### config.mk
export PLATFORM = sky130hd
export DESIGN_NAME = bsg_fpu_cmp_pipe
export DESIGN_NICKNAME = d
export VERILOG_FILES = /design/src/rtl/bsg_fpu_cmp_pkg.sv /design/src/rtl/bsg_fpu_preprocess.sv /design/src/rtl/bsg_fpu_cmp_pipe.sv
export SDC_FILE = /design/constraint.sdc
export NUM_CORES = 1
export LEC_CHECK = 0
export ABC_AREA = 1
export BUFFER_PORTS_ARGS = -buffer_cell sky130_fd_sc_hd__buf_2
export CAP_MARGIN = 20
export CORE_MARGIN = 10
export CORE_UTILIZATION = 51
export CTS_CLUSTER_SIZE = 8
export DETAILED_ROUTE_END_ITERATION = 10
export PLACE_DENSITY = 0.76
export RECOVER_POWER = 100
export SLEW_MARGIN = 5
export SYNTH_ARGS = -nofsm -noshare
export SYNTH_HDL_FRONTEND = slang
export SYNTH_SLANG_ARGS = --single-unit
### constraint.sdc
create_clock -name clk_i -period 7 [get_ports clk_i]
set_input_delay 0.35 -clock clk_i [delete_from_list [all_inputs] [get_ports clk_i]]
set_output_delay 0.35 -clock clk_i [all_outputs]
set_load 0.005 [all_outputs]
### src/rtl/bsg_fpu_cmp_pkg.sv
// Shared types and helpers for the pipelined FP compare/min/max unit.
package bsg_fpu_cmp_pkg;

  typedef enum logic [2:0] {
    OpEq  = 3'd0,
    OpLt  = 3'd1,
    OpLe  = 3'd2,
    OpMin = 3'd3,
    OpMax = 3'd4
  } fpu_cmp_op_e;

  localparam int unsigned MaxWidth = 128;

  typedef struct packed {
    logic sign;
    logic zero;
    logic nan;
    logic sig_nan;
    logic infty;
  } fp_class_t;

  function automatic int unsigned fp_width(input int unsigned e, input int unsigned m);
    return e + m + 1;
  endfunction

  // Quiet NaN with only the mantissa MSB set: {0, all ones, 1, 0...}.
  function automatic logic [MaxWidth-1:0] canonical_nan(input int unsigned e,
                                                        input int unsigned m);
    logic [MaxWidth-1:0] one;
    one = {{(MaxWidth-1){1'b0}}, 1'b1};
    return (((one << e) - one) << m) | (one << (m - 1));
  endfunction

endpackage

### src/rtl/bsg_fpu_preprocess.sv
// Classifies one IEEE-style operand into sign/zero/nan/sig_nan/infty.
module bsg_fpu_preprocess
  import bsg_fpu_cmp_pkg::*;
#(
  parameter int unsigned e_p = 8,
  parameter int unsigned m_p = 23
) (
  input  logic [e_p+m_p:0] a_i,
  output fp_class_t        class_o
);

  logic [e_p-1:0] exp_field;
  logic [m_p-1:0] man_field;
  logic           exp_ones, exp_zero, man_zero;

  assign exp_field = a_i[e_p+m_p-1:m_p];
  assign man_field = a_i[m_p-1:0];
  assign exp_ones  = &exp_field;
  assign exp_zero  = ~|exp_field;
  assign man_zero  = ~|man_field;

  always_comb begin
    class_o.sign    = a_i[e_p+m_p];
    class_o.zero    = exp_zero & man_zero;
    class_o.nan     = exp_ones & ~man_zero;
    class_o.sig_nan = exp_ones & ~man_zero & ~man_field[m_p-1];
    class_o.infty   = exp_ones & man_zero;
  end

endmodule

### src/rtl/bsg_fpu_cmp_pipe.sv
// Two-stage, throughput-1 FP compare/min/max pipe with valid/ready in, valid/yumi out
// and an optional sticky invalid flag.
module bsg_fpu_cmp_pipe
  import bsg_fpu_cmp_pkg::*;
#(
  parameter int unsigned e_p            = 8,
  parameter int unsigned m_p            = 23,
  parameter bit          sticky_flags_p = 1'b1
) (
  input  logic             clk_i,
  input  logic             reset_n_i,
  input  logic             v_i,
  output logic             ready_o,
  input  logic [2:0]       op_i,
  input  logic [e_p+m_p:0] a_i,
  input  logic [e_p+m_p:0] b_i,
  output logic             v_o,
  input  logic             yumi_i,
  output logic [e_p+m_p:0] result_o,
  output logic             invalid_o,
  output logic             sticky_invalid_o,
  input  logic             clear_sticky_i
);

  localparam int unsigned Width = fp_width(e_p, m_p);
  localparam logic [Width-1:0] CanonNan = Width'(canonical_nan(e_p, m_p));

  logic             s1_v_q, s2_v_q;
  logic             in_fire, s2_adv, out_fire;
  fp_class_t        a_cls, b_cls, a_cls_q, b_cls_q;
  logic [2:0]       op_q;
  logic [Width-1:0] a_q, b_q;
  logic             lt_q, eq_q;
  logic [Width-1:0] result_d, result_q;
  logic             invalid_d, invalid_q;
  logic             sticky_q;

  assign ready_o  = reset_n_i & (~s1_v_q | ~s2_v_q | yumi_i);
  assign in_fire  = v_i & ready_o;
  assign s2_adv   = ~s2_v_q | yumi_i;
  assign out_fire = s2_v_q & yumi_i;

  bsg_fpu_preprocess #(.e_p(e_p), .m_p(m_p)) u_pre_a (.a_i(a_i), .class_o(a_cls));
  bsg_fpu_preprocess #(.e_p(e_p), .m_p(m_p)) u_pre_b (.a_i(b_i), .class_o(b_cls));

  always_ff @(posedge clk_i) begin
    if (!reset_n_i) begin
      s1_v_q <= 1'b0;
      s2_v_q <= 1'b0;
    end else begin
      s1_v_q <= in_fire | (s1_v_q & ~s2_adv);
      if (s2_adv) s2_v_q <= s1_v_q;
    end
  end

  always_ff @(posedge clk_i) begin
    if (in_fire) begin
      op_q    <= op_i;
      a_q     <= a_i;
      b_q     <= b_i;
      a_cls_q <= a_cls;
      b_cls_q <= b_cls;
      lt_q    <= a_i[Width-2:0] < b_i[Width-2:0];
      eq_q    <= a_i == b_i;
    end
  end

  logic any_nan, any_snan, both_zero, lt_ord, le_ord, is_max, zero_sign;

  always_comb begin
    any_nan   = a_cls_q.nan | b_cls_q.nan;
    any_snan  = a_cls_q.sig_nan | b_cls_q.sig_nan;
    both_zero = a_cls_q.zero & b_cls_q.zero;
    is_max    = op_q == OpMax;
    zero_sign = is_max ? (a_cls_q.sign & b_cls_q.sign) : (a_cls_q.sign | b_cls_q.sign);
    // Ordering for non-NaN, not-both-zero operands; negatives reverse the magnitude order.
    if (a_cls_q.sign != b_cls_q.sign) begin
      lt_ord = a_cls_q.sign;
      le_ord = a_cls_q.sign;
    end else if (!a_cls_q.sign) begin
      lt_ord = lt_q;
      le_ord = lt_q | eq_q;
    end else begin
      lt_ord = ~lt_q & ~eq_q;
      le_ord = ~lt_q | eq_q;
    end

    result_d  = '0;
    invalid_d = 1'b0;
    case (op_q)
      OpEq: begin
        result_d[0] = ~any_nan & (both_zero | eq_q);
        invalid_d   = any_snan;
      end
      OpLt: begin
        result_d[0] = ~any_nan & ~both_zero & lt_ord;
        invalid_d   = any_nan;
      end
      OpLe: begin
        result_d[0] = ~any_nan & (both_zero | le_ord);
        invalid_d   = any_nan;
      end
      OpMin, OpMax: begin
        if (a_cls_q.nan && b_cls_q.nan) begin
          result_d  = CanonNan;
          invalid_d = any_snan;
        end else if (a_cls_q.nan) begin
          result_d  = b_q;
          invalid_d = a_cls_q.sig_nan;
        end else if (b_cls_q.nan) begin
          result_d  = a_q;
          invalid_d = b_cls_q.sig_nan;
        end else if (both_zero) begin
          result_d = {zero_sign, {(Width-1){1'b0}}};
        end else begin
          result_d = (lt_ord ^ is_max) ? a_q : b_q;
        end
      end
      default: ;
    endcase
  end

  always_ff @(posedge clk_i) begin
    if (s2_adv && s1_v_q) begin
      result_q  <= result_d;
      invalid_q <= invalid_d;
    end
  end

  assign v_o       = s2_v_q;
  assign result_o  = s2_v_q ? result_q : '0;
  assign invalid_o = s2_v_q & invalid_q;

  if (sticky_flags_p) begin : g_sticky
    always_ff @(posedge clk_i) begin
      if (!reset_n_i)                  sticky_q <= 1'b0;
      else if (clear_sticky_i)         sticky_q <= 1'b0;
      else if (out_fire && invalid_q)  sticky_q <= 1'b1;
    end
  end else begin : g_no_sticky
    assign sticky_q = 1'b0;
  end

  assign sticky_invalid_o = sticky_q;

  yumi_without_valid: assert property (@(posedge clk_i) disable iff (!reset_n_i)
                                       yumi_i |-> s2_v_q);

endmodule

Yosys cells after proc, flatten, opt, wreduce, memory -nomap -nowiden
Cells that the tools add are included.

word-level totals
  register bits after elaboration = 113
  input bits = 72
  output and inout port bits = 36
  logic and storage cells = 102

operators by class
  magnitude comparators = 1
  equal/unequal tests = 6
  mux-type cells = 16
  bitwise logic cells = 41
  reduce and logical (&&, ||, !) cells = 18

operators with widths
  cell                                                             number
  32-bit two-way mux                                               5
  23-bit OR reduction                                              2
  32-bit == test                                                   1
  31-bit < comparator                                              1
  31-bit two-way mux                                               1
  1-bit bitwise AND                                                18
  8-bit AND reduction                                              2
  8-bit OR reduction                                               2
  1-bit inverter                                                   11
  1-bit OR                                                         11
  1-bit two-way mux                                                8
  2-bit OR reduction                                               4
  3-bit by 2-bit == test with 1-bit output, second input constant  2
  1-bit zero test                                                  4
  1-bit one-hot mux with 4 select lines                            1
  3-bit by 1-bit == test with 1-bit output, second input constant  1
  3-bit == test, second input constant                             1
  1-bit logical AND                                                3
  3-bit zero test                                                  1
  1-bit one-hot mux with 3 select lines                            1
  1-bit inequality test                                            1
  1-bit XOR                                                        1

Longest topological paths before layout
  depth after elaboration = 11
  mapped depth = 12
  mapped depth without buffers = 12

Cells and area by module
From an unflattened synthesis, not the netlist that was laid out.

unflattened totals
  cell total of the unflattened synthesis = 730
  area total of the unflattened synthesis = 6476.2 um2

modules (own cells, without submodules)
  module              times used  cells each  area an instance (um2)  sequential area each (um2)
  bsg_fpu_cmp_pipe    1           662         6185.9                  3363.2
  bsg_fpu_preprocess  2           34          145.1                   0.0

Worst setup path before layout
No wires, ideal clock.

  path type = reg-to-reg
  start = reg s2_v_q, in the netlist v_o
  end = reg a_cls_q[1] (netlist bit) (enable)
  setup time = 0.616 ns
  data arrival time = 6.078 ns
  required time = 6.384 ns
  path slack = 0.306 ns
  stages on the path, launching flop included = 5
  buffers on the path = 1
  period minus slack after synthesis = 6.694 ns
  path through = dfxtp_1 -> clkbuf_1 -> nand2_1 -> nor2_1 -> nor3b_1

on the way
  cells in the longest elaborated chain, start to end = 5

RTL lines
  element                 RTL line                text
  start, declared         bsg_fpu_cmp_pipe.sv:28  logic s1_v_q, s2_v_q;
  start signal, assigned  bsg_fpu_cmp_pipe.sv:52  if (s2_adv) s2_v_q <= s1_v_q;
  1-bit inverter          bsg_fpu_cmp_pipe.sv:38  assign ready_o = reset_n_i & (~s1_v_q | ~s2_v_q | yumi_i);
  1-bit OR (2 in series)  bsg_fpu_cmp_pipe.sv:38
  1-bit bitwise AND       bsg_fpu_cmp_pipe.sv:38
  1-bit bitwise AND       bsg_fpu_cmp_pipe.sv:39  assign in_fire = v_i & ready_o;
  named net in_fire       bsg_fpu_cmp_pipe.sv:29  logic in_fire, s2_adv, out_fire;
  end signal, assigned    bsg_fpu_cmp_pipe.sv:61  a_cls_q <= a_cls;
  end, declared           bsg_fpu_cmp_pipe.sv:30  fp_class_t a_cls, b_cls, a_cls_q, b_cls_q;

The timed path passes the listed nets, and every way through them passes these cells.
A chain may end at the register's enable or synchronous reset.

Final worst setup path
  start = reg s2_v_q, in the netlist v_o
  end = reg a_q[4] (enable)

on the way
  cells in the longest elaborated chain, start to end = 5

RTL lines
  element                 RTL line                text
  1-bit inverter          bsg_fpu_cmp_pipe.sv:38
  1-bit OR (2 in series)  bsg_fpu_cmp_pipe.sv:38
  1-bit bitwise AND       bsg_fpu_cmp_pipe.sv:38
  1-bit bitwise AND       bsg_fpu_cmp_pipe.sv:39
  named net in_fire       bsg_fpu_cmp_pipe.sv:29
  end signal, assigned    bsg_fpu_cmp_pipe.sv:59  a_q <= a_i;
  end, declared           bsg_fpu_cmp_pipe.sv:32  logic [Width-1:0] a_q, b_q;

The timed path passes the listed nets, and every way through them passes these cells.

==> run_results.csv <==
group,metric,value,unit
die,dieWidth,131,um
yosys,yosys-top-cells-area,"edfxtp_1, ha_1, o211ai_2",
placed_design,dpl_worst_slack,4400,ps
global_routing,antenna_found_initial,0,
global_routing,gr-usage-all-layers,0.198,
global_routing,grt_max_degree,76,
yosys,syn_nets,710,
worst_setup_path,worst_setup_path_start_kind,"register",
clocking,clkLatencyLatePin,350,ps
timing,timing.final.crit_share,0.621,
placed_design,io_buffers,107,
timing,clock.fmax,230,MHz
final_layout,diodes,0,
global_routing,grt_pass1_vias,5207,
worst_setup_path,rr_worst_depth,4,
clocking,postCtsResizedCells,0,
final_layout,final_util,0.578,
placed_design,gp_congestion,0.868,
timing,tightest_slew,4040,ps
run,max-cap-violations,2,
worst_setup_path,end_kind,"register",
route,postRouteAntennaNets,0,
final_layout,fin_nets,808,
yosys,yosys.area.top_type,"edfxtp_1",
worst_setup_path,path_class,"register to register",
worst_setup_path,crit_required,6860,ps
worst_setup_path,worstPathCellList,"nand2_1 > nor2_1 > nor3b_1 > clkbuf_1",
timing,fin_setup_tns,0,ps
worst_setup_path,timing.rr.start,"v_o",
clocking,cts_tree,"done",
yosys,yosys_warnings,0,
worst_setup_path,slowest_delay,2850,ps
min_path,hp-class,"input port to register",
route,drt_iter0_markers,610,
die,die_h,131,um
timing,hold_viol,0,
power,power_frac_comb,0.127,
clocking,path_clk_slew,70,ps
worst_setup_path,r2r_end,"a_q[4]",
clocking,clockRootBuffer,"clkbuf_16",
timing,worst_slack,2650,ps
power,swShare,0.250,
timing,finalSetupViolations,0,
clocking,numCtsBuffers,9,
yosys,syn_inst,605,
power,leakage,2.80,nW
yosys,synth.distinct_cells,35,
timing,fin_skew,7.84,ps
yosys,synth-seq-cells,111,
worst_setup_path,arrival,4210,ps
power,seqPwrFrac,0.514,
yosys,seq_area_frac_synth,0.527,
worst_setup_path,critPathCapture,"a_q[4]",
status,violations,"capacitance limit, slew limit",
yosys,synth_top_cell_area_share,0.517,
final_layout,final.fill_count,1091,
final_layout,area_growth,10.8,%
worst_setup_path,worstSetupStartpoint,"v_o",
worst_setup_path,worstPathMaxFanout,75,
power,p_int,1.14,mW
yosys,syn-cell-area,6270,sq um
die,pin_count,108,
global_routing,grt_overflow,0,
placed_design,placed_cells,838,
route,num_vias,5102,
timing,max-slew-margin-rel,-1.69,
route,drc,0,
power,clkPwrFrac,0.359,
timing,finalCriticalPeriod,4350,ps
global_routing,grt_pass1_wl,26.3,mm
yosys,syn_area_per_cell,10.4,sq um
power,powerDensity,218,nW/um^2
clocking,post_cts_buffers,0,
clocking,clock_path_buffers,2,
status,status,"finished with violations",
route,drt-total-wl,17.0,mm
placed_design,hpwl,12.0,mm
power,power_switching,379,uW
timing,rsz0062_at_grt,"false",
final_layout,drive_gt1_frac,0.112,
die,rows,40,
die,initial_core_util,0.522,
clocking,hold_buffers,0,
worst_setup_path,r2r_setup_slack,2650,ps
clocking,clock_sinks,111,
worst_setup_path,critPathSlowestCell,"clkbuf_1",
route,post_drt_wl_per_cell,19.8,um
power,peakVddDrop,0.114,mV
clocking,htreeDepth,3,
final_layout,fin_cells,855,
route,drt-pass1-iter-count,5,
route,via_per_inst,5.97,
timing,slew_viol_final,101,
die,core_area,12000,sq um
die,dieArea,17100,sq um
## sequential cells by signal, summed over array words and instances, names as in the netlist
name / cells
a_cls_q: 4
s1_v_q: 1
invalid_q: 1
b_cls_q: 4
v_o: 1
sticky_invalid_o: 1
a_q: 31
b_q: 31
op_q: 3
lt_q: 1
result_q: 32
eq_q: 1
## worst min-delay path by stage
stage | from | end | slack, ps | depth (start not counted)
4_1_cts | clear_sticky_i | sticky_invalid_o | 140 | 2
2_1_floorplan | clear_sticky_i | sticky_invalid_o | 420 | 1
3_5_place_dp | clear_sticky_i | sticky_invalid_o | 510 | 2
3_3_place_gp | sticky_invalid_o | sticky_invalid_o | 490 | 2
5_1_grt | clear_sticky_i | sticky_invalid_o | 150 | 2
6_report | clear_sticky_i | sticky_invalid_o | 140 | 2
## critical path: cells and delay by family (launching register included)
kind / cells / cell delay [ps]
buffers and inverters: 1 / 2850
DFF: 1 / 520
and+or+nand+nor: 3 / 450
## logic make-up (layout without fill, tap and decap cells)
family          after synthesis  in the layout  share of synthesized area
fa+ha+maj                    33             33                     0.0659
flops                       111            111                      0.527
compound gates              168            168                      0.189
buf+inv                     117            220                     0.0786
simple gates                176            176                      0.140
## metal layers
metal | vias to the layer above | global-route usage | share of wire
li1 | 2329 | - | -
met1 | 2450 | 0.237 | 0.39
met2 | 274 | 0.339 | 0.49
met3 | 49 | 0.0314 | 0.089
met4 | 0 | 0.0968 | 0.031
met5 | - | 0 | 0
## power by group through the flow
stage               clock [mW]  combinational (mW)  sequential (mW)
finish                   0.544               0.192            0.779
global route             0.569               0.214            0.782
CTS                      0.541               0.207            0.778
detailed placement           0               0.205            0.793
global placement             0               0.194            0.791
floorplan                    0               0.134            0.790
## cell type report
| class | count | area, sq um | share of cell area |
|---|---|---|---|
| clock inverter | 7 | 87.6 | 0.0126 |
| multi-input combinational | 377 | 2340 | 0.337 |
| inverter | 91 | 343 | 0.0494 |
| tap | 147 | 184 | 0.0265 |
| sequential | 111 | 3300 | 0.476 |
| timing repair buffer | 113 | 460 | 0.0663 |
| clock buffer | 9 | 225 | 0.0324 |
## per-stage QoR
stage                     total power, mW  area, sq um  hold slack [ps]
after floorplan                     0.923         6270              422
after global placement              0.985         6900              492
after detailed placement            0.997         6900              508
after CTS                            1.53         7220              145
after global routing                 1.57         6940              147
final                                1.51         6940              144
## cells in the mapped netlist, drive strengths merged
cell / number
nand3: 14
a22o: 1
a21oi: 84
edfxtp: 108
nand3b: 1
o211ai: 32
buf: 12
nand2: 77
ha: 33
nor4: 12
inv: 91
dfxtp: 3
or2: 30
nand4: 15
a21boi: 1
clkbuf: 14
nor2: 20
o21a: 1
nor3: 4
o21ai: 49
nor3b: 3
## placed cells by master, fill, tap and decap left out, drive strengths merged, types with 24 or more instances in the layout
cell type  count
a21oi         84
buf           24
clkbuf        98
edfxtp       108
ha            33
inv           90
nand2         77
o211ai        32
o21ai         49
or2           30
Note: power is estimated with default switching activity, not from simulation.
